## src/rtl/stopwatch_time_core_if.sv

```systemverilog
// stopwatch_time_core_if: control/display bundle between the stopwatch FSM side and the time core
// master drives running, display_select, lap_pulse, clear_pulse and reads the display outputs.
// slave is the time core, which drives disp_time, disp_valid, lap_count, tick, overflow.
interface stopwatch_time_core_if;
  logic        running;
  logic [1:0]  display_select;
  logic        lap_pulse;
  logic        clear_pulse;
  logic [23:0] disp_time;
  logic        disp_valid;
  logic [1:0]  lap_count;
  logic        tick;
  logic        overflow;
  modport master (
    output running, display_select, lap_pulse, clear_pulse,
    input  disp_time, disp_valid, lap_count, tick, overflow
  );
  modport slave (
    input  running, display_select, lap_pulse, clear_pulse,
    output disp_time, disp_valid, lap_count, tick, overflow
  );
endinterface

```

## src/rtl/stopwatch_time_core.sv

```systemverilog
// stopwatch_time_core: centisecond prescaler, BCD MM:SS:CC counter, two lap snapshots, registered display mux
// Ports: clk, rst (sync, active-high); sw (slave modport) carries running, display_select,
// lap_pulse, clear_pulse in and disp_time, disp_valid, lap_count, tick, overflow out.
// STOPWATCH_SATURATE_EN: when defined the count sticks at 59:59.99 instead of wrapping.
module stopwatch_time_core #(
  parameter int TICK_DIV = 500000
) (
  input logic clk,
  input logic rst,
  stopwatch_time_core_if.slave sw
);
  localparam int PW = $clog2(TICK_DIV);
  logic [PW-1:0] presc;
  logic [23:0]   live, lap1, lap2, live_inc, next_live;
  logic          lap1_valid, lap2_valid, tick_w, wrap;
  // Digit order LSB first: cs_u, cs_t, sec_u, sec_t, min_u, min_t; tens of sec/min roll at 5.
  function automatic logic [24:0] bcd_inc(input logic [23:0] t);
    logic [23:0] n;
    logic [3:0]  lim;
    logic        c;
    n = t;
    c = 1'b1;
    for (int i = 0; i < 6; i++) begin
      lim = (i == 3 || i == 5) ? 4'd5 : 4'd9;
      if (c) begin
        n[i*4+:4] = (t[i*4+:4] == lim) ? 4'd0 : t[i*4+:4] + 4'd1;
        c = (t[i*4+:4] == lim);
      end
    end
    return {c, n};
  endfunction
  always_comb begin
    tick_w = sw.running && (presc == PW'(TICK_DIV - 1));
    {wrap, live_inc} = bcd_inc(live);
`ifdef STOPWATCH_SATURATE_EN
    next_live = wrap ? live : live_inc;
`else
    next_live = live_inc;
`endif
  end
  always_ff @(posedge clk) begin
    if (rst) begin
      presc         <= '0;
      live          <= '0;
      lap1          <= '0;
      lap2          <= '0;
      lap1_valid    <= 1'b0;
      lap2_valid    <= 1'b0;
      sw.lap_count  <= 2'd0;
      sw.disp_time  <= '0;
      sw.disp_valid <= 1'b1;
      sw.tick       <= 1'b0;
      sw.overflow   <= 1'b0;
    end else begin
      sw.tick       <= tick_w;
      sw.disp_time  <= (sw.display_select == 2'b01) ? (lap1_valid ? lap1 : '0) :
                       (sw.display_select == 2'b10) ? (lap2_valid ? lap2 : '0) : live;
      sw.disp_valid <= (sw.display_select == 2'b01) ? lap1_valid :
                       (sw.display_select == 2'b10) ? lap2_valid : 1'b1;
      if (sw.clear_pulse && !sw.running) begin
        presc        <= '0;
        live         <= '0;
        lap1         <= '0;
        lap2         <= '0;
        lap1_valid   <= 1'b0;
        lap2_valid   <= 1'b0;
        sw.lap_count <= 2'd0;
        sw.overflow  <= 1'b0;
      end else begin
        if (sw.running) presc <= tick_w ? '0 : presc + 1'b1;
        if (tick_w) live <= next_live;
        if (tick_w && wrap) sw.overflow <= 1'b1;
        // Laps sample live before this cycle's increment lands.
        if (sw.lap_pulse && sw.running) begin
          if (sw.lap_count == 2'd0) begin
            lap1         <= live;
            lap1_valid   <= 1'b1;
            sw.lap_count <= 2'd1;
          end else if (sw.lap_count == 2'd1) begin
            lap2         <= live;
            lap2_valid   <= 1'b1;
            sw.lap_count <= 2'd2;
          end else begin
            lap1 <= lap2;
            lap2 <= live;
          end
        end
      end
    end
  end
endmodule

```

## src/flat_wrapper.sv

```systemverilog
// flat-port wrapper written by rule: the top's interface ports become plain ports
module stopwatch_time_core_flat 
#(
  parameter int TICK_DIV = 500000
)
  (clk, rst, sw_running, sw_display_select, sw_lap_pulse, sw_clear_pulse, sw_disp_time, sw_disp_valid, sw_lap_count, sw_tick, sw_overflow);
  stopwatch_time_core_if sw_i ();
  input logic clk;
  input logic rst;
  input wire logic [$bits(sw_i.running)-1:0] sw_running;
  input wire logic [$bits(sw_i.display_select)-1:0] sw_display_select;
  input wire logic [$bits(sw_i.lap_pulse)-1:0] sw_lap_pulse;
  input wire logic [$bits(sw_i.clear_pulse)-1:0] sw_clear_pulse;
  output wire logic [$bits(sw_i.disp_time)-1:0] sw_disp_time;
  output wire logic [$bits(sw_i.disp_valid)-1:0] sw_disp_valid;
  output wire logic [$bits(sw_i.lap_count)-1:0] sw_lap_count;
  output wire logic [$bits(sw_i.tick)-1:0] sw_tick;
  output wire logic [$bits(sw_i.overflow)-1:0] sw_overflow;
  assign sw_i.running = sw_running;
  assign sw_i.display_select = sw_display_select;
  assign sw_i.lap_pulse = sw_lap_pulse;
  assign sw_i.clear_pulse = sw_clear_pulse;
  assign sw_disp_time = sw_i.disp_time;
  assign sw_disp_valid = sw_i.disp_valid;
  assign sw_lap_count = sw_i.lap_count;
  assign sw_tick = sw_i.tick;
  assign sw_overflow = sw_i.overflow;
  stopwatch_time_core #(.TICK_DIV(TICK_DIV)) u_core (.clk(clk), .rst(rst), .sw(sw_i));
endmodule
```

## config.mk

```make
export PLATFORM = sky130hd
export DESIGN_NAME = stopwatch_time_core_flat
export DESIGN_NICKNAME = d
export VERILOG_FILES = /design/src/rtl/stopwatch_time_core_if.sv /design/src/rtl/stopwatch_time_core.sv /design/src/flat_wrapper.sv
export SDC_FILE = /design/constraint.sdc
export NUM_CORES = 1
export LEC_CHECK = 0
export ABC_AREA = 1
export CAP_MARGIN = 40
export CORE_UTILIZATION = 59
export CTS_CLUSTER_SIZE = 16
export DETAILED_ROUTE_END_ITERATION = 8
export PLACE_DENSITY = 0.86
export SYNTH_ARGS = -nofsm -noshare
export SYNTH_HDL_FRONTEND = slang
export SYNTH_SLANG_ARGS = --single-unit
```

## constraint.sdc

```tcl
create_clock -name clk -period 2.1 [get_ports clk]
set_clock_uncertainty 0.15 [all_clocks]
set_input_delay 0.42 -clock clk [delete_from_list [all_inputs] [get_ports clk]]
set_output_delay 0.42 -clock clk [all_outputs]
set_load 0.005 [all_outputs]
```

==> impl_metrics.json <==
{
  "status": "finished, final reports clean",
  "cpMaxStageDelayCell": "clkdlybuf4s50_1",
  "syn-num-nets": 779,
  "arrival_ns": 1.50,
  "synth_top_area_share_pct": 43.3,
  "power_density_nw_per_um2": 821,
  "pwr-share-comb_pct": 5.0,
  "area_growth_syn_to_layout_pct": 22.4,
  "cp.required_ns": 1.53,
  "overflow": 0,
  "core-area_um2": 9240,
  "fillers": 628,
  "post-route-period-util_pct": 98.5,
  "crit_path_end_kind": "output pin",
  "synth_flop_cell": "dfxtp_1",
  "grt_pass1_vias": 5168,
  "fin_ws_ns": 0.0314,
  "synth_area_leaders": "dfxtp_1, nand2_1, o21ai_0, inv_1, nand3_1",
  "die_y_um": 99.8,
  "worst_pin_slew_ns": 0.928,
  "final_area_um2": 6900,
  "post_cts_buffers": 0,
  "final_net_count": 831,
  "ys_warn_count": 0,
  "start_util_pct": 61.0,
  "switching_share_pct": 22.3,
  "rsz0062_at_grt": "false",
  "dpl_worst_slack_ns": -0.0982,
  "finalWeightedCongestion": 0.888,
  "synth-edff-count": 0,
  "setup_viol": 0,
  "async_flop_share_pct": 0,
  "cp_max_fo": 5,
  "clkLatencyLatePin_ns": 0.53,
  "ys_types": 42,
  "vias": 5522,
  "grt_use_total_pct": 31.1,
  "ys_seq_area_share_pct": 43.3,
  "cts_tree": "done",
  "ys_seq_elements": 122,
  "ir_drop_uv": 616,
  "dr.pass1.iters": 6,
  "hold_buffers": 0,
  "yosysMostFrequentCell": "nand2_1",
  "syn_avg_cell_area_um2": 7.31,
  "synth_cells": 771,
  "io_pins": 36,
  "grt_pass1_wl_um": 24200,
  "antennaDiodeCount": 0,
  "ant_nets": 0,
  "cts_buffers": 17,
  "post_cts_resized": 0,
  "route.met2.wl_um": 7080,
  "dpl-instance-area_um2": 6290,
  "via_per_inst": 5.72,
  "cts.sinks": 122,
  "synthTopCellsByCount": "nand2_1, dfxtp_1, inv_1, o21ai_0, nor2_1",
  "pwr-share-seq_pct": 42.0,
  "finalHoldViolCount": 0,
  "critPathLaunchType": "register",
  "path_buf_inv": 1,
  "crit_type": "register to output pin",
  "final.min_clock_period_ns": 2.07,
  "drv_slew": 0,
  "clkPwrFrac_pct": 52.9,
  "drt-initial-drc-count": 608,
  "top_layer": "met4",
  "hold_path.class": "register to register",
  "wire_per_inst_um": 15.3,
  "io_buffer_count": 35,
  "clock_path_buffers": 2,
  "clk_pin_slew_ns": 0.06,
  "route.detailed.drc": 0,
  "syn_area_um2": 5640,
  "p_switching_uw": 1260,
  "root_buffer": "clkbuf_8",
  "wl_met1_um": 5920,
  "place_hpwl_um": 9550,
  "max-cap-violations": 0,
  "rows": 35,
  "fp.dieW_um": 99.8,
  "antenna_found_initial": 0,
  "grt_max_degree": 32,
  "power.internal_uw": 4400,
  "h-tree-depth": 4,
  "drive_gt1_share_pct": 12.6,
  "wl_um": 14800,
  "routed-wl-met3_um": 1270,
  "critical_path.top_delay_family": "buffers and inverters",
  "yosys.area.top_type": "dfxtp_1",
  "worstPathCellList": "clkdlybuf4s50_1",
  "fmax_mhz": 483,
  "p_leak_uw": 0.00272,
  "cpPeakStageDelay_ns": 0.54,
  "die_area_um2": 9950,
  "slew_headroom_pct": 38.0
}
-- layout make-up --
class / instances / area [µm²] / share of cell area (%)
Clock inverter: 12 / 171 / 2.48
Multi-Input combinational cell: 522 / 2680 / 38.9
Sequential cell: 122 / 2440 / 35.4
Inverter: 89 / 337 / 4.88
Timing Repair Buffer: 71 / 671 / 9.72
Tap cell: 129 / 161 / 2.34
Clock buffer: 20 / 435 / 6.31
-- cells by family after synthesis --
kind of cell	count (synthesis)	share of synthesized area [%]
xor+xnor	6	0.932
fa+ha+maj	1	0.222
flops	122	43.3
compound gates	180	18.0
simple gates	335	28.3
buf+inv	127	9.21
-- flip-flops by register name, indices dropped and copies added, names as in the netlist --
name and cells:
u_core.lap1 24, u_core.lap1_valid 1, u_core.lap2 24, u_core.lap2_valid 1, u_core.live 24, u_core.presc 19, u_core.sw.disp_time 24, u_core.sw.disp_valid 1
u_core.sw.lap_count 2, u_core.sw.overflow 1, u_core.sw.tick 1
-- stage by stage --
stage | instances | hold WS (ns) | power [µW] | TNS, ns | util (%)
global route | 965 | 0.353 | 5810 | 0 | 74.7
CTS | 965 | 0.323 | 5670 | 0 | 74.7
finish | 965 | 0.324 | 5670 | 0 | 74.7
global placement | 933 | 0.294 | 2690 | -0.300 | 68.1
floorplan | 771 | 0.297 | 2580 | 0 | -
detailed placement | 933 | 0.314 | 2700 | -2.08 | 68.1
-- placed cells by master (no fill, tap or decap), drive strengths merged, types with 6 or more instances in the layout --
cell,netlist,final
clkdlybuf4s50,0,35
nor3,20,20
a22oi,20,20
inv,88,89
nand3,65,65
clkbuf,24,20
a21oi,45,45
o21ai,82,82
nor2,85,85
nand2,153,153
nand4,8,8
xor2,6,6
a31oi,28,28
buf,14,36
dfxtp,122,122
-- tightest hold or removal path, cell delays in order, from the launching register on --
cell and delay [ns]:
dfxtp_1 0.32, inv_1 0.05, a21oi_1 0.06
-- power by group through the flow --
stage                     registers [µW]  clock network, µW  logic (µW)
after global routing                2390               3120         303
final                               2380               3000         284
after CTS                           2380               3020         276
after floorplan                     2420                  0         157
after detailed placement            2430                  0         271
after global placement              2430                  0         263
-- worst paths after layout --
path	from	endpoint	slack [ns]	depth (start not counted)
min reg2reg	u_core.sw.overflow$_SDFFE_PP0P_	u_core.sw.overflow$_SDFFE_PP0P_	0.32	2
max reg2reg	u_core.presc[0]$_SDFFE_PP0P_	u_core.live[8]$_SDFFE_PP0P_	0.15	10
max	u_core.sw.lap_count[1]$_SDFFE_PP0P_	sw_lap_count[1]	0.03	1
min	u_core.sw.overflow$_SDFFE_PP0P_	u_core.sw.overflow$_SDFFE_PP0P_	0.32	2
-- layer usage --
layer | vias up | GRT usage [%]
li1 | 2670 | -
met1 | 2508 | 37.8
met2 | 284 | 50.3
met3 | 60 | 8.01
met4 | 0 | 17.2
met5 | - | 0
No activity file was read; power rests on OpenSTA's default activity.
